**src/rtl/pc_gen.sv**
```systemverilog
// pc_gen: fetch-address generator for the IF stage.
// Holds the fetch PC and presents it to instruction SRAM over an if_req/if_addr_ok
// handshake. The PC advances by INC on each accepted request, or jumps to a branch
// or exception target. A redirect that arrives while a request is waiting for
// acceptance goes into a one-deep buffer per kind and is applied at acceptance.
// Each accepted address is reported one cycle later with an alignment-error flag.
//
// Ports:
//   clk, rst                 clock, synchronous active-high reset
//   stall                    blocks issue of a new request (not one already presented)
//   br_valid, br_target      branch/jump redirect strobe and target
//   exc_valid, exc_target    exception/ERET redirect strobe and target
//   if_req, if_addr          fetch request and address to SRAM (combinational)
//   if_addr_ok               SRAM accepts the current request
//   issued_valid/pc/adel     registered report of the address accepted last cycle
module pc_gen #(
    parameter int unsigned          ADDR_W     = 32,
    parameter logic [ADDR_W-1:0]    RESET_VEC  = ADDR_W'(32'hbfc0_0000),
    parameter int unsigned          INC        = 4,
    parameter int unsigned          ALIGN_BITS = 2
) (
    input  logic              clk,
    input  logic              rst,
    input  logic              stall,
    input  logic              br_valid,
    input  logic [ADDR_W-1:0] br_target,
    input  logic              exc_valid,
    input  logic [ADDR_W-1:0] exc_target,
    output logic              if_req,
    output logic [ADDR_W-1:0] if_addr,
    input  logic              if_addr_ok,
    output logic              issued_valid,
    output logic [ADDR_W-1:0] issued_pc,
    output logic              issued_adel
);

    localparam logic [ADDR_W-1:0] INC_V      = ADDR_W'(INC);
    localparam logic [ADDR_W-1:0] ALIGN_MASK = (ADDR_W'(1) << ALIGN_BITS) - ADDR_W'(1);

    typedef enum logic [1:0] {
        S_IDLE  = 2'd0,
        S_READY = 2'd1,
        S_REQ   = 2'd2
    } state_t;

    state_t            state, state_nxt;
    logic [ADDR_W-1:0] pc, pc_nxt;
    logic              pend_exc, pend_exc_nxt;
    logic [ADDR_W-1:0] pend_exc_tgt, pend_exc_tgt_nxt;
    logic              pend_br, pend_br_nxt;
    logic [ADDR_W-1:0] pend_br_tgt, pend_br_tgt_nxt;
    logic              accept;

    // Request is held in REQ regardless of stall so an outstanding fetch is never withdrawn.
    always_comb begin
        if_req = (state == S_REQ) || ((state == S_READY) && !stall);
        accept = if_req && if_addr_ok;
    end

    assign if_addr = pc;

    // Next state, next PC and pending-buffer updates.
    always_comb begin
        state_nxt        = state;
        pc_nxt           = pc;
        pend_exc_nxt     = pend_exc;
        pend_exc_tgt_nxt = pend_exc_tgt;
        pend_br_nxt      = pend_br;
        pend_br_tgt_nxt  = pend_br_tgt;

        case (state)
            S_IDLE:  state_nxt = S_READY;
            S_READY: state_nxt = (if_req && !if_addr_ok) ? S_REQ : S_READY;
            S_REQ:   state_nxt = if_addr_ok ? S_READY : S_REQ;
            default: state_nxt = S_IDLE;
        endcase

        if (!if_req) begin
            // Nothing presented: a redirect (live or buffered) can move pc right away.
            if (exc_valid) begin
                pc_nxt = exc_target;
            end else if (br_valid) begin
                pc_nxt = br_target;
            end else if (pend_exc) begin
                pc_nxt = pend_exc_tgt;
            end else if (pend_br) begin
                pc_nxt = pend_br_tgt;
            end
            pend_exc_nxt = 1'b0;
            pend_br_nxt  = 1'b0;
        end else if (!if_addr_ok) begin
            // pc must stay stable while the request waits; park redirects instead.
            if (exc_valid) begin
                pend_exc_nxt     = 1'b1;
                pend_exc_tgt_nxt = exc_target;
            end
            if (br_valid) begin
                pend_br_nxt     = 1'b1;
                pend_br_tgt_nxt = br_target;
            end
        end else begin
            // Accepted: an exception (live or buffered) outranks any branch.
            if (exc_valid) begin
                pc_nxt = exc_target;
            end else if (pend_exc) begin
                pc_nxt = pend_exc_tgt;
            end else if (br_valid) begin
                pc_nxt = br_target;
            end else if (pend_br) begin
                pc_nxt = pend_br_tgt;
            end else begin
                pc_nxt = pc + INC_V;
            end
            pend_exc_nxt = 1'b0;
            pend_br_nxt  = 1'b0;
        end
    end

    // State, PC, pending buffer and issue report registers.
    always_ff @(posedge clk) begin
        if (rst) begin
            state        <= S_IDLE;
            pc           <= RESET_VEC;
            pend_exc     <= 1'b0;
            pend_exc_tgt <= '0;
            pend_br      <= 1'b0;
            pend_br_tgt  <= '0;
            issued_valid <= 1'b0;
            issued_pc    <= '0;
            issued_adel  <= 1'b0;
        end else begin
            state        <= state_nxt;
            pc           <= pc_nxt;
            pend_exc     <= pend_exc_nxt;
            pend_exc_tgt <= pend_exc_tgt_nxt;
            pend_br      <= pend_br_nxt;
            pend_br_tgt  <= pend_br_tgt_nxt;
            issued_valid <= accept;
            if (accept) begin
                issued_pc <= pc;
            end
            issued_adel  <= accept && ((pc & ALIGN_MASK) != '0);
        end
    end

endmodule
```
**config.mk**
```make
export PLATFORM = sky130hd
export DESIGN_NAME = pc_gen
export DESIGN_NICKNAME = d
export VERILOG_FILES = /design/src/rtl/pc_gen.sv
export SDC_FILE = /design/constraint.sdc
export NUM_CORES = 1
export LEC_CHECK = 0
export BUFFER_PORTS_ARGS = -buffer_cell sky130_fd_sc_hd__buf_2
export CORE_UTILIZATION = 60
export CTS_CLUSTER_SIZE = 8
export DETAILED_ROUTE_END_ITERATION = 6
export PLACE_DENSITY_LB_ADDON = 0.12
export REMOVE_ABC_BUFFERS = 1
export SYNTH_ARGS = -nofsm -noshare
export SYNTH_HDL_FRONTEND = slang
export SYNTH_SLANG_ARGS = --single-unit
```
**constraint.sdc**
```tcl
create_clock -name clk -period 3.1 [get_ports clk]
set_input_delay 0.62 -clock clk [delete_from_list [all_inputs] [get_ports clk]]
set_output_delay 0.62 -clock clk [all_outputs]
set_load 0.05 [all_outputs]
```
==> results.cfg <==
[outcome]
run_status = complete, no violations

[final_layout]
regArea_mm2 = 0.00268
n_antenna_cell = 0
num-fill-cells = 937
final_common_cell = nand2_1
nNetsFinal = 1159
multiInputGateArea_mm2 = 0.00405
final_cell_mix = 246 x nand2_1, 138 x a21oi_1, 135 x buf_2, 133 x dfxtp_1, 46 x o21ai_0
fin_cells = 1244
drive_gt1_share_pct = 20.0
synthToLayoutAreaGrowth_pct = 21.8

[sta]
tightest_slew_ns = 0.818
report.final.hold_viol_count = 0
period_needed_ns = 2.65
relSlewSlack_pct = 45.1
timing.final.crit_share_pct = 85.3
max_freq_ghz = 0.378
hold_slack_ns = 0.440
finalClockSkew_ns = 0.00538
rsz0062_at_grt = no
finalMaxSlewViolations = 0
setup_viol = 0

[placed_design]
place_hpwl_um = 15800
port_buffers = 136
place_inst = 1212
place.gp.congestion = 0.918

[critical_path]
crit_start = state[1]
arrival_ns = 2.03
critPathCaptureType = output port
r2r_slack_ns = 0.62
worstSetupEndpoint = if_req
r2r-start = if_addr[2]
r2r-end = if_addr[22]
r2r_cells = 8
crit_required_ns = 2.48
critPathKind = flip-flop to output port
critPathMaxFanout = 11
cp-start-kind = flip-flop

[drt]
ant_nets = 0
vias_per_cell = 6.47
drc = 0
drt-pass1-iter-count = 5
postRouteWirelength_um = 24500
vias = 8044
drtIter0Drc = 1240
post_drt_wl_per_cell_um = 19.7

[synthesis]
synth_top_family_by_area = compound AO/OA/AOI/OAI gates
synthXorXnorAreaFrac_pct = 2.23
synth.mux.area_fraction_pct = 1.56
yosys.area_share.simple_pct = 25.2
synth_cell_type_count = 70
yosysSeqAreaShare_pct = 38.0
synth_edf_count = 0
synthCells = 966
synth_warnings = 0
synth_compound_gate_area_share_pct = 28.0
synth_area_mm2 = 0.00707
synth_ff_type = dfxtp_1
synth-adder-area-share_pct = 0.177
ys_async_sr_fraction_pct = 0
syn_area_per_cell_um2 = 7.31
ys_ff_latch = 134

[clock_network]
clk_pin_slew_ns = 0.06
clock_sinks = 134
cts_tree = yes
ctsResizeCount = 0
post_cts_buffers = 0
root_buffer = clkbuf_16
h-tree-depth = 4
cts_buffers = 17
clock_latency_ns = 0.43
cts_hold_buf = 0
cts_buffer_depth = 2

[floorplanning]
chipHeight_um = 111
io_pins = 137
initial_core_util_pct = 61.6
core_area_mm2 = 0.0115
row_count = 39
die_area_mm2 = 0.0122
die_x_um = 111

[grt]
grt.overflow.total = 0
grt_pass1_wl_um = 38800
grtUsageTotal_pct = 40.0
antenna_found_initial = 0
grt_max_degree = 67
grt_pass1_vias = 7459

[run]
drv_cap = 0

[pwr]
peakVddDrop_mv = 0.583
p_per_area_mw_per_mm2 = 573
p_leak_nw = 3.31

[worst_hold_path]
hold_class = input port to flip-flop
where the power goes:
group | internal [W] | total (W) | switching [W]
Sequential | 0.00181 | 0.00192 | 0.000113
Combinational | 0.000268 | 0.000864 | 0.000595
Clock | 0.00140 | 0.00215 | 0.000749
per-stage QoR:
stage                     util (%)  power (W)  setup WS [ns]  TNS (ns)  area [µm²]
after floorplan                  -    0.00245         -0.320    -0.324        6780
after global placement        69.6    0.00278          0.605         0        7980
after detailed placement      69.6    0.00278          0.570         0        7980
after CTS                     75.0    0.00492          0.496         0        8610
after global routing          75.0    0.00507          0.360         0        8610
final                         75.0    0.00493          0.455         0        8610
area by class of cell:
cell class	instances	share of cell area (%)
inverters	15	0.654
clock inverters	9	1.72
well taps	143	2.08
flip-flops and latches	134	31.2
multi-input cells	744	47.1
repair buffers	176	11.7
clock buffers	23	5.55
cells in the mapped netlist, drive strengths merged, types with 4 or more instances:
| cell | n | area [µm²] |
|---|---|---|
| and3 | 8 | 50.1 |
| nand2b | 9 | 56.3 |
| or3 | 7 | 43.8 |
| nor3 | 24 | 120 |
| o21ai | 52 | 260 |
| nand4 | 8 | 50.1 |
| o31ai | 4 | 30.0 |
| o221ai | 7 | 61.3 |
| a31oi | 8 | 50.1 |
| a311oi | 4 | 35.0 |
| a221oi | 16 | 140 |
| a211oi | 6 | 45.0 |
| o211ai | 13 | 97.6 |
| a2111oi | 4 | 41.3 |
| dfxtp | 134 | 2680 |
| mux2i | 11 | 110 |
| buf | 11 | 52.6 |
| a21oi | 141 | 724 |
| xnor2 | 16 | 140 |
| nor3b | 7 | 57.6 |
| inv | 13 | 48.8 |
| nand3 | 21 | 105 |
| o22ai | 8 | 50.1 |
| clkbuf | 62 | 234 |
| nor2 | 42 | 165 |
| a22oi | 4 | 30.0 |
| nand2 | 247 | 930 |
| nor2b | 8 | 50.1 |
| a211o | 6 | 52.6 |
| and4 | 6 | 52.6 |
registers in the layout, indices dropped and copies added (netlist names):
signal,flops
if_addr,32
issued_pc,32
pend_br_tgt,32
pend_exc_tgt,32
state,2
issued_adel,1
issued_valid,1
pend_br,1
pend_exc,1
metal layers:
layer | vias to the layer above | part of all wire, % | wire, µm | global-route usage [%]
met1 | 3652 | 40 | 9760 | 52.4
met2 | 575 | 45 | 10900 | 62.0
met3 | 117 | 11 | 2760 | 8.07
met5 | - | 0 | 0 | 0
li1 | 3700 | - | - | -
met4 | 0 | 4.3 | 1060 | 21.3
logic make-up (layout without fill, tap and decap cells):
logic type | after synthesis | in the layout
mux | 11 | 11
simple gates | 401 | 401
fa+ha+maj | 1 | 1
flops | 134 | 134
compound gates | 313 | 313
xor+xnor | 18 | 18
buf+inv | 88 | 223
worst max-delay path, stage by stage, from the launching register on:
cell and delay (ns):
dfxtp_1 0.41, nor2b_1 0.38, nor2_1 0.11, inv_1 0.35, buf_2 0.35
worst min path at each step:
stage                         start          endpoint  slack (ns)  cells past startpoint
global route          br_target[19]   pend_br_tgt[19]        0.44                      3
CTS                   br_target[19]   pend_br_tgt[19]        0.43                      3
finish               exc_target[25]  pend_exc_tgt[25]        0.44                      3
global placement      issued_pc[14]     issued_pc[14]        0.44                      2
floorplan           pend_br_tgt[21]   pend_br_tgt[21]        0.43                      2
detailed placement    issued_pc[17]     issued_pc[17]        0.44                      2
No activity file was read; power rests on OpenSTA's default activity.
